File: src/rtl/loader_pkg.sv
// Shared types and constants for the IRAM boot loader.
package loader_pkg;

   // Frame parser states.
   typedef enum logic [2:0] {
      IDLE,
      LEN0,
      LEN1,
      DATA,
      CSUM,
      ERR
   } state_t;

   // Default start-of-frame byte.
   localparam logic [7:0] MAGIC_DEFAULT = 8'hA5;

   // Frame layout: MAGIC + LEN_LO + LEN_HI, then 4 bytes per word, then CSUM.
   localparam int HDR_BYTES  = 3;
   localparam int WORD_BYTES = 4;

   // Largest legal word count for a given IRAM address width (2**addr_w).
   function automatic logic [16:0] max_words(input int addr_w);
      return 17'(1) << addr_w;
   endfunction

endpackage

File: src/rtl/ldr_word_pack.sv
// Packs four little-endian bytes into one 32-bit word.
module ldr_word_pack (
   input  logic        clk,
   input  logic        rst,
   input  logic        clear,
   input  logic        byte_valid,
   input  logic [7:0]  byte_data,
   output logic        last_byte,
   output logic        word_valid,
   output logic [31:0] word
);

   logic [1:0]  idx;
   logic [23:0] shreg;

   // The incoming byte completes a word when three bytes are already held.
   assign last_byte = (idx == 2'd3);

   // Byte index and shift register; pulse word_valid the cycle after the 4th byte.
   always_ff @(posedge clk) begin
      if (rst) begin
         // NOTE: synchronous reset clears the data path too, so iram_wdata reads 0 out of reset.
         idx        <= '0;
         shreg      <= '0;
         word_valid <= 1'b0;
         word       <= '0;
      end else if (clear) begin
         idx        <= '0;
         shreg      <= '0;
         word_valid <= 1'b0;
      end else begin
         word_valid <= 1'b0;
         if (byte_valid) begin
            shreg <= {byte_data, shreg[23:8]};
            idx   <= idx + 2'd1;
            if (last_byte) begin
               word       <= {byte_data, shreg};
               word_valid <= 1'b1;
            end
         end
      end
   end

endmodule

File: src/rtl/iram_loader.sv
// Byte-stream boot loader: parses a checksummed frame, writes IRAM, then releases the core.
module iram_loader
   import loader_pkg::*;
#(
   parameter int         ADDR_W  = 14,
   parameter int         TIMEOUT = 100000,
   parameter logic [7:0] MAGIC   = MAGIC_DEFAULT
) (
   input  logic              clk,
   input  logic              rst,
   input  logic              rx_valid,
   input  logic [7:0]        rx_data,
   output logic              rx_ready,
   output logic              iram_we,
   output logic [ADDR_W-1:0] iram_addr,
   output logic [31:0]       iram_wdata,
   output logic              core_rst_n,
   output logic              busy,
   output logic              load_done,
   output logic              load_err,
   output logic [ADDR_W:0]   words_written
);

   localparam int              TW       = $clog2(TIMEOUT + 1);
   localparam logic [TW-1:0]   TMO_LAST = TW'(TIMEOUT - 1);
   localparam logic [16:0]     MAX_N    = max_words(ADDR_W);

   state_t        state, next_state;
   logic          accept, in_frame, tmo_hit;
   logic          frame_start, frame_pass, frame_fail, data_byte;
   logic          release_pending;
   logic [7:0]    len_lo, csum;
   logic [15:0]   len_rx, n_words, rx_word;
   logic [TW-1:0] tmo_cnt;
   logic          last_byte, word_valid;
   logic [31:0]   word;

   // The loader never applies backpressure.
   assign rx_ready = 1'b1;
   assign accept   = rx_valid;
   assign len_rx   = {rx_data, len_lo};
   assign in_frame = (state == LEN0) || (state == LEN1) || (state == DATA) || (state == CSUM);
   assign tmo_hit  = in_frame && !accept && (tmo_cnt == TMO_LAST);

   ldr_word_pack u_pack (
      .clk        (clk),
      .rst        (rst),
      .clear      (frame_start),
      .byte_valid (data_byte),
      .byte_data  (rx_data),
      .last_byte  (last_byte),
      .word_valid (word_valid),
      .word       (word)
   );

   assign iram_we    = word_valid;
   assign iram_addr  = words_written[ADDR_W-1:0];
   assign iram_wdata = word;

   // State register.
   always_ff @(posedge clk) begin
      // NOTE: clocked state uses non-blocking assignments so every register samples pre-edge values.
      if (rst) state <= IDLE;
      else     state <= next_state;
   end

   // Next-state decode; an idle timeout overrides everything inside a frame.
   always_comb begin
      // NOTE: default first so no path leaves next_state unassigned (no latch).
      next_state = state;
      if (tmo_hit) begin
         next_state = ERR;
      end else begin
         case (state)
            IDLE: if (accept && rx_data == MAGIC) next_state = LEN0;
            LEN0: if (accept) next_state = LEN1;
            LEN1: if (accept) begin
               if ({1'b0, len_rx} > MAX_N) next_state = ERR;
               else if (len_rx == 16'd0)   next_state = CSUM;
               else                        next_state = DATA;
            end
            DATA: if (accept && last_byte && (rx_word + 16'd1 == n_words)) next_state = CSUM;
            CSUM: if (accept) next_state = (rx_data == csum) ? IDLE : ERR;
            ERR:  next_state = IDLE;
            default: next_state = IDLE;
         endcase
      end
   end

   // Frame-level event strobes derived from the current state and handshake.
   always_comb begin
      frame_start = (state == IDLE) && accept && (rx_data == MAGIC);
      frame_pass  = (state == CSUM) && accept && (rx_data == csum);
      frame_fail  = (next_state == ERR) && (state != ERR);
      data_byte   = (state == DATA) && accept;
   end

   // Length capture, word counter, checksum accumulator and idle timer.
   always_ff @(posedge clk) begin
      if (rst) begin
         len_lo  <= '0;
         n_words <= '0;
         rx_word <= '0;
         csum    <= '0;
         tmo_cnt <= '0;
      end else if (frame_start) begin
         rx_word <= '0;
         csum    <= '0;
         tmo_cnt <= '0;
      end else begin
         if (in_frame) tmo_cnt <= accept ? '0 : tmo_cnt + TW'(1);
         if (state == LEN0 && accept) len_lo  <= rx_data;
         if (state == LEN1 && accept) n_words <= len_rx;
         if (data_byte) begin
            csum <= csum + rx_data;
            if (last_byte) rx_word <= rx_word + 16'd1;
         end
      end
   end

   // Status flags, core reset release (one cycle after load_done) and write count.
   always_ff @(posedge clk) begin
      if (rst) begin
         load_done       <= 1'b0;
         load_err        <= 1'b0;
         busy            <= 1'b0;
         core_rst_n      <= 1'b0;
         release_pending <= 1'b0;
         words_written   <= '0;
      end else begin
         release_pending <= frame_pass;
         if (frame_start) begin
            load_done     <= 1'b0;
            load_err      <= 1'b0;
            busy          <= 1'b1;
            core_rst_n    <= 1'b0;
            words_written <= '0;
         end else begin
            if (frame_pass) begin
               load_done <= 1'b1;
               busy      <= 1'b0;
            end
            if (frame_fail) begin
               load_err <= 1'b1;
               busy     <= 1'b0;
            end
            if (release_pending) core_rst_n <= 1'b1;
            if (word_valid) words_written <= words_written + (ADDR_W + 1)'(1);
         end
      end
   end

endmodule

File: config.mk
export PLATFORM = sky130hd
export DESIGN_NAME = iram_loader
export DESIGN_NICKNAME = d
export VERILOG_FILES = /design/src/rtl/loader_pkg.sv /design/src/rtl/ldr_word_pack.sv /design/src/rtl/iram_loader.sv
export SDC_FILE = /design/constraint.sdc
export NUM_CORES = 1
export LEC_CHECK = 0
export CAP_MARGIN = 10
export CORE_AREA = 2 2 111 113
export DETAILED_ROUTE_END_ITERATION = 8
export DIE_AREA = 0 0 113 115
export HOLD_SLACK_MARGIN = 0.15
export PLACE_DENSITY = 0.83
export SLEW_MARGIN = 20
export SYNTH_ARGS = -nofsm -noshare
export SYNTH_HDL_FRONTEND = slang
export SYNTH_HIERARCHICAL = 1
export SYNTH_SLANG_ARGS = --single-unit
File: constraint.sdc
create_clock -name clk -period 5.41 [get_ports clk]
set_input_delay 0.541 -clock clk [delete_from_list [all_inputs] [get_ports clk]]
set_output_delay 0.541 -clock clk [all_outputs]
set_load 0.05 [all_outputs]
==> out/qor.txt <==
Max Cap Viol: 0
Post-synth ARST share: 0%
Critical path class: input port to register
Syn Nets: 822
CTS Buf Count: 17
Largest net degree at the start of global routing: 99
Commonest cells in the netlist: dfxtp_1 (147), nor2_1 (104), nand2_1 (70)
Setup_tns: 0 ns
Minimum clock period: 3.51 ns
Hold_buf cts: 0
Area Growth Syn to Fin: 16.4%
Cell with the most instances after synthesis: dfxtp_1
Fin. Hold Viols: 0
CTS Sinks: 147
Aggregate global-route resource usage: 24.6%
Nets: 856
Vias in the first global route: 5,300
HPWL Detailed: 10.5 mm
Max Fclk: 0.285 GHz
Max-slew violations: 0
GRT busiest layer: met2
Buffers added on ports: 76
Post-Syn Area per Cell: 8.76 µm²
Warnings, synthesis: 6
Measured slew at the worst slew-check pin: 0.970 ns
Synth Instances: 799
Post-synth top area cell: dfxtp_1
HP Class: register to register
Worst-skew pair later-pin latency: 0.43 ns
Worst clock skew: 0.0120 ns
Static Leakage: 0.00276 µW
DRC errors left: 3
Layout cell share with drive strength beyond 1: 5.20%
H-Tree Depth: 4
Final period utilization: 64.9%
Peak VDD IR: 0.213 mV
CP Max Fanout: 36
Placer Congestion: 0.885
Failing checks: design-rule violations
EDFF count, synth: 0
Grt total ovfl: 0
Outcome: finished with violations
Slew margin rel.: 35.3%
Setup bufs post-CTS: 0
Seq/Total Area, Yosys: 42.1%
Die ar.: 0.0130 mm²
Resize count post-CTS: 0
Starting Density: 59.2%
IO Pins: 78
Die height: 115 µm
# diodes: 0
Top cell type's share of synthesized area: 42.1%
TritonCTS clock tree: done
Clk root buf: clkbuf_16
Core area: 0.0118 mm²
Final WL: 15.4 mm
Clock-pin slew on the worst setup and hold paths: 0.06 ns
Total Power: 2230 µW
Final number of setup-violating endpoints: 0
Initial antenna violation count: 0
Synth Register Bits: 147
Clk buf depth: 2
Antenna-violating nets left: 0
Worst Path Arrival: 3.85 ns
Met3 global-route usage: 5.06%
DIE WIDTH: 113 µm
Pwr Density: 273 mW/mm²
Synth area leaders: dfxtp_1 (42%), mux2i_1 (9.6%), nand2b_1 (5.8%)
RSZ-0062 raised after global routing: no
Grt met1 use: 32.2%
Wire length per cell: 15.5 µm
Worst path required time: 5.75 ns
Crit start category: input port
Vias per inst: 5.66
First-pass DRT Iterations: 6
Top_reg_cell synth: dfxtp_1
GRT met2 Usage: 40.6%
Global-route wire length before repair: 25.7 mm
DRT iter0 DRCs: 408
# rows: 40
Mapped Area: 0.00700 mm²
Via count: 5,617
Critical Path End Type: register
Count of cell types in the netlist: 51
-- state kept, by name (all words and copies together), names as in the netlist, 8 cells and up --
| signal | cells |
|---|---|
| u_pack/word | 32 |
| u_pack/shreg | 24 |
| tmo_cnt | 17 |
| n_words | 16 |
| rx_word | 16 |
| words_written | 15 |
| csum | 8 |
| len_lo | 8 |
-- through the flow --
stage / setup slack [ns] / util [%] / cell area (µm²) / hold WS, ns / std cells
after floorplan: 3.33 / - / 7000 / 0.411 / 799
after global placement: 1.67 / 64.3 / 7590 / 0.423 / 961
after detailed placement: 1.49 / 64.3 / 7590 / 0.429 / 961
after CTS: 1.88 / 68.9 / 8140 / 0.442 / 993
after global routing: 1.63 / 68.9 / 8140 / 0.488 / 993
final: 1.90 / 68.9 / 8140 / 0.437 / 993
-- worst paths after layout --
| check | slack [ns] | from | depth (start not counted) | endpoint |
|---|---|---|---|---|
| min reg2reg | 0.44 | release_pending | 2 | core_rst_n |
| min | 0.44 | release_pending | 2 | core_rst_n |
| max reg2reg | 2.45 | state[2] | 5 | u_pack/word[27] |
| max | 1.90 | rx_valid | 6 | u_pack/word[27] |
-- cell usage in the layout (no fill, tap or decap), types with 5 or more instances in the layout --
master             n
a21o_1             5
nor3_1            12
nor2_1           104
mux2i_1           67
nand2_1           70
a31oi_1            6
clkbuf_8           5
and4_1             5
clkbuf_16         17
nor2b_1            5
nand2b_1          65
dfxtp_1          147
xor2_1            35
clkdlybuf4s50_1   75
clkinv_2           7
or3_1             10
nand4_1           21
xnor2_1           27
a21oi_1           41
and3_1             6
nand3_1           22
o21ai_0           14
nor4_1             7
ha_1              11
inv_1              9
a211oi_1           5
-- worst max-delay path, cell delays in order --
cell	delay, ns
clkdlybuf4s50_1	0.77
nor2b_2	0.33
nand3_2	0.22
inv_2	0.70
and3b_2	0.96
mux2i_1	0.29
-- power by group --
| group | switching [µW] | total (µW) | internal [µW] |
|---|---|---|---|
| sequential | 0.156 | 1080 | 1080 |
| clock | 439 | 1080 | 642 |
| combinational | 39.6 | 60.4 | 20.8 |
-- logic make-up (layout without fill, tap and decap cells) --
logic type / Yosys count / after routing / synth area share, %
flip-flops: 147 / 147 / 42.1
XOR/XNOR: 62 / 62 / 7.76
buffers and inverters: 72 / 119 / 5.58
AO/OA/AOI/OAI: 86 / 86 / 7.28
multiplexers: 67 / 67 / 9.59
adder cells (fa/ha/maj): 12 / 12 / 2.25
AND/OR/NAND/NOR: 352 / 352 / 25.4
other: 1 / 1 / 0.0536
-- area by class of cell --
type,instances,area [µm²]
Sequential cell,147,2940
Clock buffer,23,498
Tap cell,147,184
Fill cell,897,3670
Inverter,10,37.5
Clock inverter,9,52.6
Timing Repair Buffer,77,763
Multi-Input combinational cell,580,3660
-- per-layer routing --
metal | wire (µm) | part of all wire (%)
met5 | 0 | 0
met4 | 183 | 1.2
met3 | 718 | 4.7
met2 | 7530 | 49
met1 | 6990 | 45
(Power assumes the default switching activity.)
